File: config.mk
export PLATFORM = sky130hd
export DESIGN_NAME = byte_unstriping
export DESIGN_NICKNAME = d
export VERILOG_FILES = /design/src/rtl/byte_unstriping_pkg.sv /design/src/rtl/byte_unstriping_group_reg.sv /design/src/rtl/byte_unstriping.sv
export SDC_FILE = /design/constraint.sdc
export NUM_CORES = 1
export LEC_CHECK = 0
export CAP_MARGIN = 0
export CORE_ASPECT_RATIO = 0.6
export CORE_MARGIN = 2
export CORE_UTILIZATION = 51
export DETAILED_ROUTE_END_ITERATION = 12
export GPL_ROUTABILITY_DRIVEN = 1
export GPL_TIMING_DRIVEN = 0
export HOLD_SLACK_MARGIN = 0.1
export PLACE_DENSITY = 0.76
export SETUP_SLACK_MARGIN = 0.5
export SYNTH_ARGS = -nofsm -noshare
export SYNTH_HDL_FRONTEND = slang
export SYNTH_SLANG_ARGS = --single-unit
File: constraint.sdc
create_clock -name clk -period 1.7 [get_ports clk]
set_input_delay 0.34 -clock clk [delete_from_list [all_inputs] [get_ports clk]]
set_output_delay 0.34 -clock clk [all_outputs]
set_load 0.01 [all_outputs]
File: src/rtl/byte_unstriping_pkg.sv
// Shared definitions for the 4-lane byte striper/unstriper pair.
package byte_unstriping_pkg;

  localparam int unsigned LANES = 4;
  localparam logic [7:0] INACTIVE_BYTE = 8'h00;

  typedef enum logic {
    IDLE = 1'b0,
    SER  = 1'b1
  } state_t;

endpackage

File: src/rtl/byte_unstriping_group_reg.sv
// One 4-lane group holding register with load enable and synchronous clear.
module group_reg
  import byte_unstriping_pkg::*;
#(
  parameter int unsigned DATA_W = 8
) (
  input  logic                          clk,
  input  logic                          rst,
  input  logic                          load,
  input  logic [LANES-1:0][DATA_W-1:0]  d,
  output logic [LANES-1:0][DATA_W-1:0]  q
);

  always_ff @(posedge clk) begin
    if (rst) begin
      q <= '0;
    end else if (load) begin
      q <= d;
    end
  end

endmodule

File: src/rtl/byte_unstriping.sv
// Re-serialises 4-byte lane groups into a byte stream, lane 0 first, with a
// one-group pending slot and a sticky overflow flag for dropped groups.
module byte_unstriping
  import byte_unstriping_pkg::*;
#(
  parameter int unsigned       DATA_W   = 8,
  parameter logic [DATA_W-1:0] INACTIVE = DATA_W'(INACTIVE_BYTE)
) (
  input  logic              clk,
  input  logic              rst,
  input  logic              enb,
  input  logic [DATA_W-1:0] rx_lane0,
  input  logic [DATA_W-1:0] rx_lane1,
  input  logic [DATA_W-1:0] rx_lane2,
  input  logic [DATA_W-1:0] rx_lane3,
  input  logic              lanes_valid,
  output logic [DATA_W-1:0] rx_Data,
  output logic              rx_Valid,
  output logic              busy,
  output logic              overflow
);

  state_t state, state_n;
  logic [1:0]              idx, idx_n;
  logic [DATA_W-1:0]       data_n;
  logic                    valid_n;
  logic                    ovf_n;
  logic                    pend_full, pend_full_n;
  logic                    act_load, pend_load;
  logic [LANES-1:0][DATA_W-1:0] in_group, act_d, active_q, pend_q;

  assign in_group = {rx_lane3, rx_lane2, rx_lane1, rx_lane0};
  assign busy     = (state == SER);

  group_reg #(.DATA_W(DATA_W)) u_active (
    .clk  (clk),
    .rst  (rst),
    .load (act_load & enb),
    .d    (act_d),
    .q    (active_q)
  );

  group_reg #(.DATA_W(DATA_W)) u_pending (
    .clk  (clk),
    .rst  (rst),
    .load (pend_load & enb),
    .d    (in_group),
    .q    (pend_q)
  );

  always_ff @(posedge clk) begin
    if (rst) begin
      state     <= IDLE;
      idx       <= '0;
      rx_Data   <= INACTIVE;
      rx_Valid  <= 1'b0;
      overflow  <= 1'b0;
      pend_full <= 1'b0;
    end else if (enb) begin
      state     <= state_n;
      idx       <= idx_n;
      rx_Data   <= data_n;
      rx_Valid  <= valid_n;
      overflow  <= ovf_n;
      pend_full <= pend_full_n;
    end
  end

  always_comb begin
    state_n     = state;
    idx_n       = idx;
    data_n      = rx_Data;
    valid_n     = rx_Valid;
    ovf_n       = overflow;
    pend_full_n = pend_full;
    act_load    = 1'b0;
    pend_load   = 1'b0;
    act_d       = in_group;

    unique case (state)
      IDLE: begin
        if (lanes_valid) begin
          act_load = 1'b1;
          data_n   = rx_lane0;
          valid_n  = 1'b1;
          idx_n    = '0;
          state_n  = SER;
        end else begin
          data_n  = INACTIVE;
          valid_n = 1'b0;
        end
      end
      SER: begin
        if (idx != 2'd3) begin
          data_n = active_q[idx + 2'd1];
          idx_n  = idx + 2'd1;
          if (lanes_valid) begin
            if (!pend_full) begin
              pend_load   = 1'b1;
              pend_full_n = 1'b1;
            end else begin
              ovf_n = 1'b1;
            end
          end
        end else if (pend_full) begin
          // Pending group goes out first; a simultaneous strobe refills the slot.
          act_load = 1'b1;
          act_d    = pend_q;
          data_n   = pend_q[0];
          idx_n    = '0;
          if (lanes_valid) begin
            pend_load = 1'b1;
          end else begin
            pend_full_n = 1'b0;
          end
        end else if (lanes_valid) begin
          act_load = 1'b1;
          data_n   = rx_lane0;
          idx_n    = '0;
        end else begin
          data_n  = INACTIVE;
          valid_n = 1'b0;
          state_n = IDLE;
        end
      end
      default: state_n = IDLE;
    endcase
  end

endmodule

==> flow_summary.json <==
{
  "synth_sequential_area_ratio_pct": 37.61,
  "detail_route.wl_per_cell_um": 23.65,
  "die_w_um": 120.5,
  "path_clk_slew_ns": 0.06,
  "synth_area_per_cell_sq_um": 8.758,
  "first_iteration_detailed_routing_drc_count": 483,
  "gp_congestion": 0.9187,
  "count_of_final_setup_violators": 0,
  "final_core_utilization_pct": 75.44,
  "final_min_period_over_clock_period_pct": 99.92,
  "cp-endpoint": "u_active.q[13]$_SDFFE_PP0P_",
  "cts_made_buffers": 9,
  "cell_depth_of_the_worst_flop_to_flop_path": 8,
  "max_cap_viol_count": 0,
  "outcome": "complete, no violations",
  "dieArea_sq_um": 8901,
  "rrSetupSlack_ns": 0.001,
  "core_region_area_sq_um": 7883,
  "fillers": 536,
  "gr-usage-all-layers_pct": 34.10,
  "die_height_um": 73.89,
  "rsz0062_at_grt": "yes",
  "worstSetupEndpointType": "flop",
  "timing_max_transition_violations_final": 0,
  "multi_input_comb_area_sq_um": 2679,
  "setup.worst_path.start": "idx[1]$_SDFFE_PP0P_",
  "max_freq_ghz": 0.5887,
  "nNetsFinal": 598,
  "finalInstanceArea_sq_um": 5947,
  "timing.setup.critical_path_class": "flop to flop",
  "tightest_slew_ns": 0.6252,
  "clock_sinks": 78,
  "boundaryPins": 47,
  "htree_num_levels": 3,
  "mappedNetlistNets": 512,
  "required_ns": 1.95,
  "report.final.hold_viol_count": 0,
  "synth.distinct_cells": 35,
  "postSynthCellCount": 474,
  "ys_warn_count": 0,
  "fp-row-count": 25,
  "num_vias": 4536,
  "worst_hold_check_path_type": "flop to flop",
  "layout_min_cycle_time_ns": 1.699,
  "power.ir.vdd_worst_uv": 546.3,
  "overflow": 0,
  "power_density_nw_per_um2": 836.9,
  "arrival_ns": 1.95,
  "post_dp_hpwl_mm": 9.227,
  "start_util_pct": 52.67,
  "cts_tree": "yes",
  "drt-pass1-iter-count": 5,
  "leakage_component_of_the_power_uw": 0.002171,
  "final_antenna_net_count": 0,
  "regToRegStartpoint": "idx[1]$_SDFFE_PP0P_",
  "worstReg2RegEnd": "u_active.q[13]$_SDFFE_PP0P_",
  "post_layout_nonfiller_instances": 673,
  "grt_pass1_vias": 4202,
  "worstSkewPairLatency_ns": 0.35,
  "path_max_fanout": 6,
  "postSynthRegisterBits": 78,
  "drt_drc_violations_left": 0,
  "final_common_cell": "dfxtp_1",
  "slew_headroom_pct": 58.32,
  "ys_top_cells_by_area": "dfxtp_1, a311oi_2, o21ai_0",
  "routed_wirelength_mm": 15.92,
  "buffer_ports.inserted": 46,
  "detail_route.vias_per_cell": 6.740,
  "synth.top_cell.area_share_pct": 37.61,
  "area_delta_synth_final_pct": 43.25,
  "antenna_cells_inserted": 0,
  "synth_area_sq_um": 4151,
  "grt_antenna_before_repair": 1,
  "final_layout_size_suffix_gt1_share_pct": 40.71,
  "placed_area_sq_um": 4803,
  "post-synth-top-area-cell": "dfxtp_1",
  "setup_crit_start_kind": "flop",
  "clock_tree.root_cell": "clkbuf_16",
  "dpl.cell_count": 628,
  "finClkSkew_ns": 0.004776,
  "grt_start_max_net_pins": 13,
  "register_area_sq_um": 1579,
  "most-common-layout-cells": "dfxtp_1, nand2_1, a31oi_1, a311oi_2, clkdlybuf4s50_1",
  "clock_tree.buffer_depth": 2,
  "grt_first_pass_wirelength_mm": 22.72
}
==> sequential cells by signal, indices dropped and copies added (netlist names) <==
name and flops:
overflow 1, idx 2, u_active.q 32, rx_Valid 1
u_pending.q 32, rx_Data 8, pend_full 1, busy 1
==> what timing repair did <==
action	4_1_cts	5_1_grt
buffers inserted	14	8
endpoints found under the setup margin	89	80
gates cloned	1	6
resized for setup	150	111
hold buffers	0	0
pin swaps	9	27
==> how the worst min path moves through the flow <==
| stage | from | endpoint | depth (start not counted) |
|---|---|---|---|
| 2_1_floorplan | u_pending.q[10]$_SDFFE_PP0P_ | u_pending.q[10]$_SDFFE_PP0P_ | 2 |
| 3_3_place_gp | u_pending.q[28]$_SDFFE_PP0P_ | u_pending.q[28]$_SDFFE_PP0P_ | 2 |
| 3_5_place_dp | u_pending.q[27]$_SDFFE_PP0P_ | u_pending.q[27]$_SDFFE_PP0P_ | 2 |
| 4_1_cts | u_pending.q[27]$_SDFFE_PP0P_ | u_pending.q[27]$_SDFFE_PP0P_ | 2 |
| 5_1_grt | u_pending.q[9]$_SDFFE_PP0P_ | u_pending.q[9]$_SDFFE_PP0P_ | 2 |
| 6_report | u_pending.q[9]$_SDFFE_PP0P_ | u_pending.q[9]$_SDFFE_PP0P_ | 2 |
==> through the flow <==
step	hold slack [ns]	power [uW]	setup WS [ns]	setup TNS, ns
final	0.4712	4977	0.001445	0
after global routing	0.4821	5078	-0.02656	-0.09915
after CTS	0.4741	4830	0.04610	0
after detailed placement	0.4680	2709	-0.4481	-29.68
after global placement	0.4605	2689	-0.3922	-26.47
after floorplan	0.4541	2428	0.1737	0
==> power breakdown <==
group / total, uW / switching, uW / leakage, uW / internal, uW
Combinational: 941 / 487 / 0.00138 / 454
Sequential: 1990 / 75.2 / 0.000641 / 1920
Clock: 2040 / 782 / 0.000153 / 1260
Total: 4980 / 1340 / 0.00217 / 3630
==> critical path: stages (launching register included) <==
cell and delay, ns:
dfxtp_4 0.36, ha_4 0.16, buf_8 0.12, nand2b_4 0.13, buf_6 0.13, and3_4 0.18, buf_12 0.14, buf_12 0.14
a311oi_2 0.23
==> cells in the mapped netlist, drive strengths merged <==
| library cell | count |
|---|---|
| and3b | 16 |
| nand2 | 66 |
| o31ai | 1 |
| buf | 31 |
| or2 | 1 |
| a311oi | 33 |
| mux2 | 17 |
| a221oi | 2 |
| nor4 | 1 |
| nor3 | 1 |
| and3 | 3 |
| a22o | 1 |
| a21oi | 34 |
| o21ai | 51 |
| a21o | 1 |
| a31oi | 32 |
| and2 | 9 |
| nand2b | 3 |
| nand3 | 34 |
| o22ai | 8 |
| ha | 2 |
| xor2 | 1 |
| o311ai | 8 |
| o21ba | 9 |
| dfxtp | 78 |
| clkbuf | 25 |
| inv | 5 |
| xnor2 | 1 |
==> final cells by class <==
class	count	area share, %
multi-input cells	335	45.05
plain buffers	56	8.605
inverters	5	0.3787
clock buffers	14	4.608
well taps	108	2.272
repair inverters	1	0.1262
clock inverters	2	0.6522
flip-flops and latches	78	26.55
repair buffers	74	11.76
==> kinds of logic (layout without fill, tap and decap cells) <==
group           after synthesis  after routing  synth area share [%]
simple gates                134            134                 16.43
flops                        78             78                 37.61
compound gates              180            180                 32.61
buf+inv                      61            152                 7.716
mux                          17             17                 4.611
fa+ha+maj                     2              2                0.6027
xor+xnor                      2              2                0.4220
==> layer usage <==
metal / part of all wire [%] / routed length [um] / GRT usage [%]
met1: 41 / 6469 / 45.48
met2: 44 / 6958 / 52.10
met3: 11 / 1783 / 10.33
met4: 4.4 / 693 / 13.05
met5: 0.082 / 13 / 1.705
Note: power is estimated with default switching activity, not from simulation.
